**config.mk**
```make
export PLATFORM = sky130hd
export DESIGN_NAME = ov7670_capture_ctrl
export DESIGN_NICKNAME = d
export VERILOG_FILES = /design/src/rtl/ov7670_pkg.sv /design/src/rtl/ov7670_sync_edge.sv /design/src/rtl/ov7670_capture_ctrl.sv
export SDC_FILE = /design/constraint.sdc
export NUM_CORES = 1
export LEC_CHECK = 0
export CAP_MARGIN = 20
export CELL_PAD_IN_SITES_DETAIL_PLACEMENT = 0
export CELL_PAD_IN_SITES_GLOBAL_PLACEMENT = 2
export CORE_AREA = 2 2 109 111
export CTS_BUF_LIST = sky130_fd_sc_hd__clkbuf_4 sky130_fd_sc_hd__clkbuf_8 sky130_fd_sc_hd__clkbuf_16
export CTS_CLUSTER_SIZE = 12
export DETAILED_ROUTE_END_ITERATION = 8
export DIE_AREA = 0 0 111 113
export PLACE_DENSITY_LB_ADDON = 0.1
export SYNTH_ARGS = -nofsm -noshare
export SYNTH_HDL_FRONTEND = slang
export SYNTH_SLANG_ARGS = --single-unit
```
**constraint.sdc**
```tcl
create_clock -name PCLK -period 8.6 [get_ports PCLK]
set_input_delay 2.58 -clock PCLK [delete_from_list [all_inputs] [get_ports PCLK]]
set_output_delay 2.58 -clock PCLK [all_outputs]
set_load 0.01 [all_outputs]
```
**src/rtl/ov7670_pkg.sv**
```systemverilog
// Shared definitions for the OV7670 capture path.
//  - cap_state_e : frame sequencer states
//  - ERR_*       : bit positions inside the 4-bit frame_err status word
//  - *_DEF       : default frame geometry (640x480 RGB565) and counter width
package ov7670_pkg;

    typedef enum logic [1:0] {
        StIdle    = 2'd0,
        StArm     = 2'd1,
        StCapture = 2'd2,
        StDone    = 2'd3
    } cap_state_e;

    localparam int unsigned ERR_W        = 4;
    localparam int unsigned ERR_LINE_LEN = 0;
    localparam int unsigned ERR_LINE_CNT = 1;
    localparam int unsigned ERR_OVERFLOW = 2;
    localparam int unsigned ERR_ABORTED  = 3;

    localparam int unsigned H_BYTES_DEF     = 1280;
    localparam int unsigned V_LINES_DEF     = 480;
    localparam int unsigned SKIP_FRAMES_DEF = 2;
    localparam int unsigned CNT_W_DEF       = 16;

endpackage

```
**src/rtl/ov7670_sync_edge.sv**
```systemverilog
// Registers the sensor VSYNC/HREF strobes and derives single-cycle edge pulses.
// Ports:
//  PCLK     in   pixel clock, rising edge
//  RESETn   in   synchronous active-low reset, clears the edge registers
//  VSYNC    in   sensor VSYNC (high = vertical blanking)
//  HREF     in   sensor HREF (high = valid line bytes)
//  vs_rise  out  VSYNC went 0 -> 1 (end of frame)
//  vs_fall  out  VSYNC went 1 -> 0 (start of frame)
//  hr_fall  out  HREF went 1 -> 0 (end of line)
module ov7670_sync_edge (
    input  logic PCLK,
    input  logic RESETn,
    input  logic VSYNC,
    input  logic HREF,
    output logic vs_rise,
    output logic vs_fall,
    output logic hr_fall
);

    logic vs_q;
    logic hr_q;

    always_ff @(posedge PCLK) begin
        if (!RESETn) begin
            vs_q <= 1'b0;
            hr_q <= 1'b0;
        end else begin
            vs_q <= VSYNC;
            hr_q <= HREF;
        end
    end

    assign vs_rise = VSYNC & ~vs_q;
    assign vs_fall = ~VSYNC & vs_q;
    assign hr_fall = ~HREF & hr_q;

endmodule

```
**src/rtl/ov7670_capture_ctrl.sv**
```systemverilog
// Frame-level sequencer for the OV7670 capture path (PCLK domain).
// Arms on a host request, discards settling frames after sensor init, gates the
// byte reader through capture_en, checks frame geometry and reports per-frame status.
// Ports:
//  PCLK, RESETn   clock / synchronous active-low reset
//  init_done      SCCB init complete (level); a drop acts like an abort
//  VSYNC, HREF    sensor frame / line strobes
//  cap_start      1-cycle capture request (ignored while busy)
//  cap_cont       re-arm automatically after each frame
//  cap_abort      1-cycle stop request
//  fifo_afull     downstream FIFO almost full
//  capture_en     enables byte reader / FIFO writes
//  busy           sequencer not idle
//  frame_start    1-cycle pulse on the first cycle of a captured frame
//  frame_end      1-cycle pulse, frame status valid
//  frame_ok       status valid with frame_end, 1 = no error bits
//  frame_err      [0] line length, [1] line count, [2] overflow, [3] aborted
//  frame_cnt      good frames since reset (wraps)
//  line_cnt       lines in the current / last frame
module ov7670_capture_ctrl
    import ov7670_pkg::*;
#(
    parameter int unsigned H_BYTES     = H_BYTES_DEF,
    parameter int unsigned V_LINES     = V_LINES_DEF,
    parameter int unsigned SKIP_FRAMES = SKIP_FRAMES_DEF,
    parameter int unsigned CNT_W       = CNT_W_DEF
) (
    input  logic             PCLK,
    input  logic             RESETn,
    input  logic             init_done,
    input  logic             VSYNC,
    input  logic             HREF,
    input  logic             cap_start,
    input  logic             cap_cont,
    input  logic             cap_abort,
    input  logic             fifo_afull,
    output logic             capture_en,
    output logic             busy,
    output logic             frame_start,
    output logic             frame_end,
    output logic             frame_ok,
    output logic [ERR_W-1:0] frame_err,
    output logic [CNT_W-1:0] frame_cnt,
    output logic [CNT_W-1:0] line_cnt
);

    localparam logic [CNT_W-1:0] H_BYTES_C = CNT_W'(H_BYTES);
    localparam logic [CNT_W-1:0] V_LINES_C = CNT_W'(V_LINES);
    localparam logic [CNT_W-1:0] SKIP_C    = CNT_W'(SKIP_FRAMES);
    localparam logic [CNT_W-1:0] ONE_C     = CNT_W'(1);

    logic vs_rise;
    logic vs_fall;
    logic hr_fall;

    ov7670_sync_edge u_sync_edge (
        .PCLK    (PCLK),
        .RESETn  (RESETn),
        .VSYNC   (VSYNC),
        .HREF    (HREF),
        .vs_rise (vs_rise),
        .vs_fall (vs_fall),
        .hr_fall (hr_fall)
    );

    cap_state_e       state_q;
    logic [CNT_W-1:0] skip_cnt_q;
    logic [CNT_W-1:0] byte_cnt_q;
    logic [CNT_W-1:0] line_cnt_q;
    logic [CNT_W-1:0] frame_cnt_q;
    logic [ERR_W-1:0] err_q;
    logic             capture_en_q;
    logic             frame_start_q;
    logic             frame_end_q;
    logic             frame_ok_q;

    // init_done can only be low in ARM/CAPTURE after having fallen, so the level
    // is enough to detect the fall there.
    logic stop_req;
    assign stop_req = cap_abort | ~init_done;

    // Next values of the in-frame counters and error flags while in CAPTURE.
    logic [CNT_W-1:0] byte_nxt;
    logic [CNT_W-1:0] line_nxt;
    logic [ERR_W-1:0] err_nxt;

    always_comb begin
        byte_nxt = byte_cnt_q;
        line_nxt = line_cnt_q;
        err_nxt  = err_q;
        if (HREF && (byte_cnt_q != '1)) begin
            byte_nxt = byte_cnt_q + ONE_C;
        end
        if (hr_fall) begin
            line_nxt = line_cnt_q + ONE_C;
            byte_nxt = '0;
            if (byte_cnt_q != H_BYTES_C) begin
                err_nxt[ERR_LINE_LEN] = 1'b1;
            end
        end
        // Abort masks overflow and line-count checks raised in the same cycle.
        if (stop_req) begin
            err_nxt[ERR_ABORTED] = 1'b1;
        end else begin
            if (fifo_afull) begin
                err_nxt[ERR_OVERFLOW] = 1'b1;
            end
            // line_nxt already includes an hr_fall coincident with vs_rise.
            if (vs_rise && (line_nxt != V_LINES_C)) begin
                err_nxt[ERR_LINE_CNT] = 1'b1;
            end
        end
    end

    always_ff @(posedge PCLK) begin
        if (!RESETn) begin
            state_q       <= StIdle;
            skip_cnt_q    <= SKIP_C;
            byte_cnt_q    <= '0;
            line_cnt_q    <= '0;
            frame_cnt_q   <= '0;
            err_q         <= '0;
            capture_en_q  <= 1'b0;
            frame_start_q <= 1'b0;
            frame_end_q   <= 1'b0;
            frame_ok_q    <= 1'b0;
        end else begin
            if (!init_done) begin
                skip_cnt_q <= SKIP_C;
            end else if (vs_rise && (skip_cnt_q != '0)) begin
                skip_cnt_q <= skip_cnt_q - ONE_C;
            end

            frame_start_q <= 1'b0;
            frame_end_q   <= 1'b0;

            unique case (state_q)
                StIdle: begin
                    if (cap_start && init_done && !cap_abort) begin
                        state_q <= StArm;
                    end
                end
                StArm: begin
                    if (stop_req) begin
                        state_q <= StIdle;
                    end else if (vs_fall && (skip_cnt_q == '0) && !fifo_afull) begin
                        state_q       <= StCapture;
                        capture_en_q  <= 1'b1;
                        frame_start_q <= 1'b1;
                        byte_cnt_q    <= '0;
                        line_cnt_q    <= '0;
                        err_q         <= '0;
                    end
                end
                StCapture: begin
                    byte_cnt_q <= byte_nxt;
                    line_cnt_q <= line_nxt;
                    err_q      <= err_nxt;
                    if (stop_req || vs_rise) begin
                        state_q      <= StDone;
                        capture_en_q <= 1'b0;
                        frame_end_q  <= 1'b1;
                        frame_ok_q   <= (err_nxt == '0);
                        if (err_nxt == '0) begin
                            frame_cnt_q <= frame_cnt_q + ONE_C;
                        end
                    end else if (fifo_afull) begin
                        // Stays off for the rest of the frame.
                        capture_en_q <= 1'b0;
                    end
                end
                StDone: begin
                    if (cap_cont && !err_q[ERR_ABORTED]) begin
                        state_q <= StArm;
                    end else begin
                        state_q <= StIdle;
                    end
                end
                default: state_q <= StIdle;
            endcase
        end
    end

    assign capture_en  = capture_en_q;
    assign busy        = (state_q != StIdle);
    assign frame_start = frame_start_q;
    assign frame_end   = frame_end_q;
    assign frame_ok    = frame_ok_q;
    assign frame_err   = err_q;
    assign frame_cnt   = frame_cnt_q;
    assign line_cnt    = line_cnt_q;

endmodule

```
==> results of run 1 <==
==> stage by stage <==
step	utilization	worst slack (ns)	area, µm²
finish	0.4246	3.447	4786
global route	0.4246	3.213	4786
CTS	0.4232	2.720	4771
detailed placement	0.3990	2.365	4498
global placement	0.3990	2.518	4498
floorplan	-	4.134	3915
==> cells in the mapped netlist (2+ instances only) <==
master and count:
nand3_1 23, nand2b_1 6, and3_1 9, dfxtp_1 76, a31oi_1 15, nand4_1 12, a22oi_1 10, and4_1 2
inv_1 13, buf_2 5, mux2i_1 2, ha_1 5, xor2_1 4, xnor2_1 8, a311oi_1 3, nand4b_1 3
or2b_1 2, nor4_1 9, o211ai_1 3, buf_1 5, or4b_2 2, nor3_1 13, o31ai_1 2, nor2_1 52
nor4_2 2, or3_1 22, and2_1 5, nor4b_1 3, o21ai_0 45, a21oi_1 48, clkbuf_1 15, nor2b_1 3
or4_1 4, a32oi_1 2, a211oi_1 6, nand2_1 37
==> sequential cells by signal, summed over array words and instances, names as in the netlist, 4 cells and up, named ones only <==
signal,count
byte_cnt_q,16
skip_cnt_q,16
frame_err,4
frame_cnt,16
line_cnt,16
==> cell families after synthesis <==
kind of cell    share of synthesized area
simple gates                       0.3007
flops                              0.3886
buf+inv                           0.04218
mux                              0.005114
compound gates                     0.2205
fa+ha+maj                         0.01598
xor+xnor                          0.02685
==> placed cells by master (no fill, tap or decap), types with 3 or more instances in the layout <==
master	instances
dfxtp_1	76
nor2_1	52
clkdlybuf4s50_1	49
a21oi_1	48
o21ai_0	45
nand2_1	37
nand3_1	23
or3_1	22
a31oi_1	15
inv_1	13
nor3_1	13
nand4_1	12
a22oi_1	10
and3_1	9
nor4_1	9
clkbuf_16	9
xnor2_1	8
nand2b_1	6
a211oi_1	6
and2_1	5
ha_1	5
or4_1	4
xor2_1	4
buf_4	4
nor2b_1	3
nand4b_1	3
a311oi_1	3
o211ai_1	3
nor4b_1	3
==> worst register-to-register path: cells and delay by family, from the launching register on <==
| kind | cells | cell delay, ns |
|---|---|---|
| compound gates | 2 | 0.43 |
| fa+ha+maj | 1 | 0.23 |
| flops | 1 | 0.46 |
| simple gates | 5 | 1.48 |
| buf+inv | 1 | 0.22 |
==> layer usage <==
layer | track usage | up-vias
met5 | 0 | -
met4 | 0.08167 | 0
met3 | 0.03160 | 13
met2 | 0.2793 | 81
met1 | 0.2491 | 1768
li1 | - | 1918
==> power groups by stage <==
stage               clock network (µW)  registers, µW  logic (µW)
finish                             356            356        28.7
global route                       381            356        32.1
CTS                                367            356        29.1
detailed placement                   0            364        28.9
global placement                     0            363        28.9
floorplan                            0            363        17.5
==> worst max path at each step <==
| stage | start | to | slack, ns |
|---|---|---|---|
| floorplan | HREF | frame_cnt[15]$_SDFFE_PN0P_ | 4.13 |
| global placement | HREF | frame_cnt[7]$_SDFFE_PN0P_ | 2.52 |
| detailed placement | HREF | frame_cnt[7]$_SDFFE_PN0P_ | 2.36 |
| CTS | HREF | frame_cnt[7]$_SDFFE_PN0P_ | 2.72 |
| global route | HREF | frame_cnt[9]$_SDFFE_PN0P_ | 3.21 |
| finish | HREF | frame_cnt[7]$_SDFFE_PN0P_ | 3.45 |
==> final cells by class <==
type,count,area (µm²),area share
clock buffer,11,246.5,0.05150
clock inverter,4,26.28,0.005490
sequential,76,1521,0.3179
timing repair buffer,54,535.5,0.1119
tap,143,178.9,0.03739
multi-input combinational,382,2228,0.4656
inverter,13,48.80,0.01020
==> impl_metrics.tcl, run 1 <==
set metrics [dict create \
    dieArea_mm2 0.01254 \
    reg2reg_slack_ns 5.72 \
    cp_num_cells 9 \
    max-cap-violations 0 \
    p_seq_frac 0.481 \
    p_sw_frac 0.2307 \
    synth-seq-area-share 0.3886 \
    power_frac_comb 0.039 \
    start_kind "primary input" \
    cts_sinks 76 \
    path_buf_inv 2 \
    synth.top_cell.area_share 0.3886 \
    wl_met2_mm 4.807 \
    total_leakage_power_uw 0.001561 \
    dp_cells 667 \
    antenna_cells 0 \
    cts_tree "done" \
    ys_async_sr_fraction 0 \
    required_ns 8.88 \
    grt_pass1_vias 3569 \
    post_cts_resized 0 \
    finalCritPeriodShare 0.5992 \
    cts_root_buf "clkbuf_16" \
    place_congestion 0.7947 \
    insertion_delay_ns 0.34 \
    instances_no_fill 683 \
    slew_headroom 0.4725 \
    clock.fmax_ghz 0.1941 \
    irDropWorstVdd_mv 0.07073 \
    cp.arrival_ns 5.43 \
    power_uw 740.0 \
    timing.rr.start "line_cnt[0]$_SDFFE_PN0P_" \
    power_density_mw_per_mm2 154.6 \
    avgSynthCellArea_um2 7.861 \
    nFillCells 1163 \
    p_switching_uw 170.7 \
    wl_mm 10.86 \
    die_h_um 113 \
    nets 550 \
    netlist_area_mm2 0.003915 \
    status "finished, final reports clean" \
    tightest_slew_ns 0.7883 \
    grt_max_degree 32 \
    drc 0 \
    timing.rr.end "frame_cnt[7]$_SDFFE_PN0P_" \
    worstSetupEndpointType "register" \
    ios 50 \
    cts_setup_buffers 0 \
    met1_length_mm 5.387 \
    core_area_mm2 0.01127 \
    ys_types 58 \
    grt_pass1_wl_mm 18.35 \
    period_minus_slack_ns 5.153 \
    hold_buffers 0 \
    yosysWarningCount 0 \
    grt.overflow.total 0 \
    final.setup_skew_ns 0.007825 \
    drive_gt1_frac 0.05370 \
    clk_pin_slew_worst_paths_ns 0.06 \
    die_x_um 111 \
    area_growth_pct 22.24 \
    start_util 0.3473 \
    synth_ff_type "dfxtp_1" \
    hold_end "capture_en$_SDFFE_PN0P_" \
    syn_nets 512 \
    clockPowerShare 0.480 \
    antenna_found_initial 0 \
    cts_inserted_buffers 9 \
    port_buffers 49 \
    dp_hpwl_mm 7.463 \
    critPathMaxStageDelay_ns 0.72 \
    ys_ff_latch 76 \
    hold_slack_ns 0.4553 \
    slowest_stage "nor4_1" \
    row_count 39 \
    grt_setup_unrepaired "no" \
    hp-class "reg -> reg" \
    path_max_fanout 31 \
    drv_slew 0 \
    ant_nets 0 \
    path_cells "clkdlybuf4s50_1, nand4b_1, nor4_1, o211ai_1, o41ai_1, nand4_1, buf_8, or3_1, a21oi_1" \
    min-delay-start "capture_en$_SDFFE_PN0P_" \
    wl_met3_um 468 \
    grt.total_usage 0.1812 \
    setup_viol 0 \
    critPathTopFamily "simple AND/OR/NAND/NOR gates" \
    drt_iter0_drc 249 \
    hold_depth 2 \
    wire_per_inst_um 15.91 \
    synth_edf_count 0 \
    h-tree-depth 3 \
    synth_top_cell_by_area "dfxtp_1" \
    netlist_instances 498 \
    r2r_cells 9 \
    tns_ns 0 \
    crit_type "in -> reg" \
    hold_viol 0 \
    power.internal_uw 569.3 \
    vias 3780 \
    drtPass1Iterations 4 \
    synth_area_leaders "dfxtp_1, a21oi_1, o21ai_0" \
    via_per_inst 5.534 \
    clk_path_buf_depth 2 \
    routed.top_layer "met4" \
]
Power figures use the tool's default switching activity.
==> run 2, diff against run 1 <==
--- a/config.mk
+++ b/config.mk
@@ -8,11 +8,11 @@
 export CAP_MARGIN = 20
 export CELL_PAD_IN_SITES_DETAIL_PLACEMENT = 0
 export CELL_PAD_IN_SITES_GLOBAL_PLACEMENT = 2
-export CORE_AREA = 2 2 109 111
+export CORE_AREA = 2 2 120 122
 export CTS_BUF_LIST = sky130_fd_sc_hd__clkbuf_4 sky130_fd_sc_hd__clkbuf_8 sky130_fd_sc_hd__clkbuf_16
 export CTS_CLUSTER_SIZE = 12
 export DETAILED_ROUTE_END_ITERATION = 8
-export DIE_AREA = 0 0 111 113
+export DIE_AREA = 0 0 122 124
 export PLACE_DENSITY_LB_ADDON = 0.1
 export SYNTH_ARGS = -nofsm -noshare
 export SYNTH_HDL_FRONTEND = slang
==> constraint.sdc (replaced) <==
create_clock -name PCLK -period 4.34 [get_ports PCLK]
set_input_delay 1.302 -clock PCLK [delete_from_list [all_inputs] [get_ports PCLK]]
set_output_delay 1.302 -clock PCLK [all_outputs]
set_load 0.01 [all_outputs]
==> impl_metrics.tcl, run 2 (synthesis results as in run 1) <==
set metrics [dict create \
    insertion_delay_ns 0.34 \
    start_kind "primary input" \
    port_buffers 49 \
    clockPowerShare 0.508 \
    h-tree-depth 3 \
    crit_type "in -> reg" \
    slew_headroom 0.4541 \
    die_x_um 122 \
    layout_common_cells "dfxtp_1, nor2_1, clkdlybuf4s50_1, a21oi_1, o21ai_0" \
    period_minus_slack_ns 3.740 \
    power_frac_comb 0.038 \
    antenna_cells 0 \
    antenna_found_initial 0 \
    hold_viol 0 \
    core_area_mm2 0.01372 \
    final.setup_skew_ns 0.007375 \
    hold_slack_ns 0.4535 \
    p_seq_frac 0.454 \
    start_util 0.2854 \
    dp_hpwl_mm 7.953 \
    drtPass1Iterations 4 \
    die_h_um 124 \
    p_sw_frac 0.2256 \
    ant_nets 0 \
    drc 0 \
    cts_sinks 76 \
    worstSetupEndpointType "register" \
    power_density_mw_per_mm2 315.8 \
    hp-class "reg -> reg" \
    clk_pin_slew_worst_paths_ns 0.06 \
    cts_tree "done" \
    finalCritPeriodShare 0.8617 \
    clk_path_buf_depth 2 \
    setup_viol 0 \
    drive_gt1_frac 0.06752 \
    dieArea_mm2 0.01513 \
    max-cap-violations 0 \
    wl_mm 11.56 \
    area_growth_pct 25.60 \
    nets 557 \
    hold_buffers 0 \
    grt_max_degree 32 \
    tightest_slew_ns 0.8158 \
    final_common_cell "dfxtp_1" \
    total_leakage_power_uw 0.001610 \
    ios 50 \
    grt.total_usage 0.1595 \
    cp.arrival_ns 4.00 \
    cts_inserted_buffers 9 \
    vias 3839 \
    p_switching_uw 350.3 \
    tns_ns 0 \
    required_ns 4.60 \
    grt.overflow.total 0 \
    path_max_fanout 31 \
    grt_pass1_wl_mm 18.90 \
    status "finished, final reports clean" \
    via_per_inst 5.273 \
    irDropWorstVdd_mv 0.1525 \
    cts_setup_buffers 0 \
    row_count 43 \
    drt_iter0_drc 261 \
    wire_per_inst_um 15.87 \
    grt_pass1_vias 3590 \
    drv_slew 0 \
    place_congestion 0.7840 \
    cts_root_buf "clkbuf_16" \
    clock.fmax_ghz 0.2674 \
    grt_setup_unrepaired "no" \
    post_cts_resized 0 \
    power.internal_uw 1203 \
]
## run 2: changes by cell type in the layout (fill, tap and decap cells not counted)
cell / before / now
buf_4: 4 / 12
buf_8: 1 / 0
bufinv_16: 0 / 1
clkbuf_4: 1 / 0
clkbuf_8: 1 / 2
clkinv_2: 2 / 1
clkinv_4: 1 / 2
## run 2: path summary, 6_finish.rpt
path / depth (start not counted) / startpoint / endpoint / slack, ns
max: 9 / HREF / frame_cnt[11]$_SDFFE_PN0P_ / 0.60
min: 2 / capture_en$_SDFFE_PN0P_ / capture_en$_SDFFE_PN0P_ / 0.45
max reg2reg: 8 / skip_cnt_q[0]$_SDFFE_PN0P_ / byte_cnt_q[7]$_SDFFE_PN0P_ / 1.61
min reg2reg: 2 / capture_en$_SDFFE_PN0P_ / capture_en$_SDFFE_PN0P_ / 0.45
## run 2: final cells by class
class                   count  area (µm²)
repair buffers             61       580.6
fillers                  1456        8802
well taps                 180       225.2
clock inverters             5       60.06
flip-flops and latches     76        1521
clock buffers              11       252.7
multi-input cells         382        2228
inverters                  13       48.80
## run 2: per-layer routing
metal / track usage / wire [µm] / vias to the layer above
met5: 0 / 0 / -
met1: 0.2152 / 5698 / 1828
li1: - / - / 1938
met2: 0.2514 / 5317 / 59
met4: 0.06466 / 180 / 0
met3: 0.02930 / 357 / 14
## run 2: critical path, stage by stage
cell             delay, ns
clkdlybuf4s50_1       0.63
nand4b_1              0.23
nor2_1                0.13
or4_1                 0.42
a211oi_1              0.37
nand4_1               0.14
buf_4                 0.25
or3_1                 0.36
a21oi_1               0.15
## run 2: per-stage QoR
stage	std cells	area [µm²]	setup slack, ns	power (µW)	util
finish	728	4917	0.6000	1553	0.3584
detailed placement	712	4604	0.2168	780.7	0.3356
global route	728	4917	0.3167	1624	0.3584
floorplan	498	3915	1.152	754.1	-
global placement	712	4604	0.3150	781.1	0.3356
CTS	728	4917	0.5720	1582	0.3584
## run 2: power by group through the flow
stage | Sequential [µW] | Clock, µW | Combinational [µW]
floorplan | 720 | 0 | 34.6
global placement | 720 | 0 | 60.8
detailed placement | 720 | 0 | 60.3
CTS | 705 | 817 | 60.5
global route | 705 | 854 | 65.8
finish | 705 | 789 | 59.4
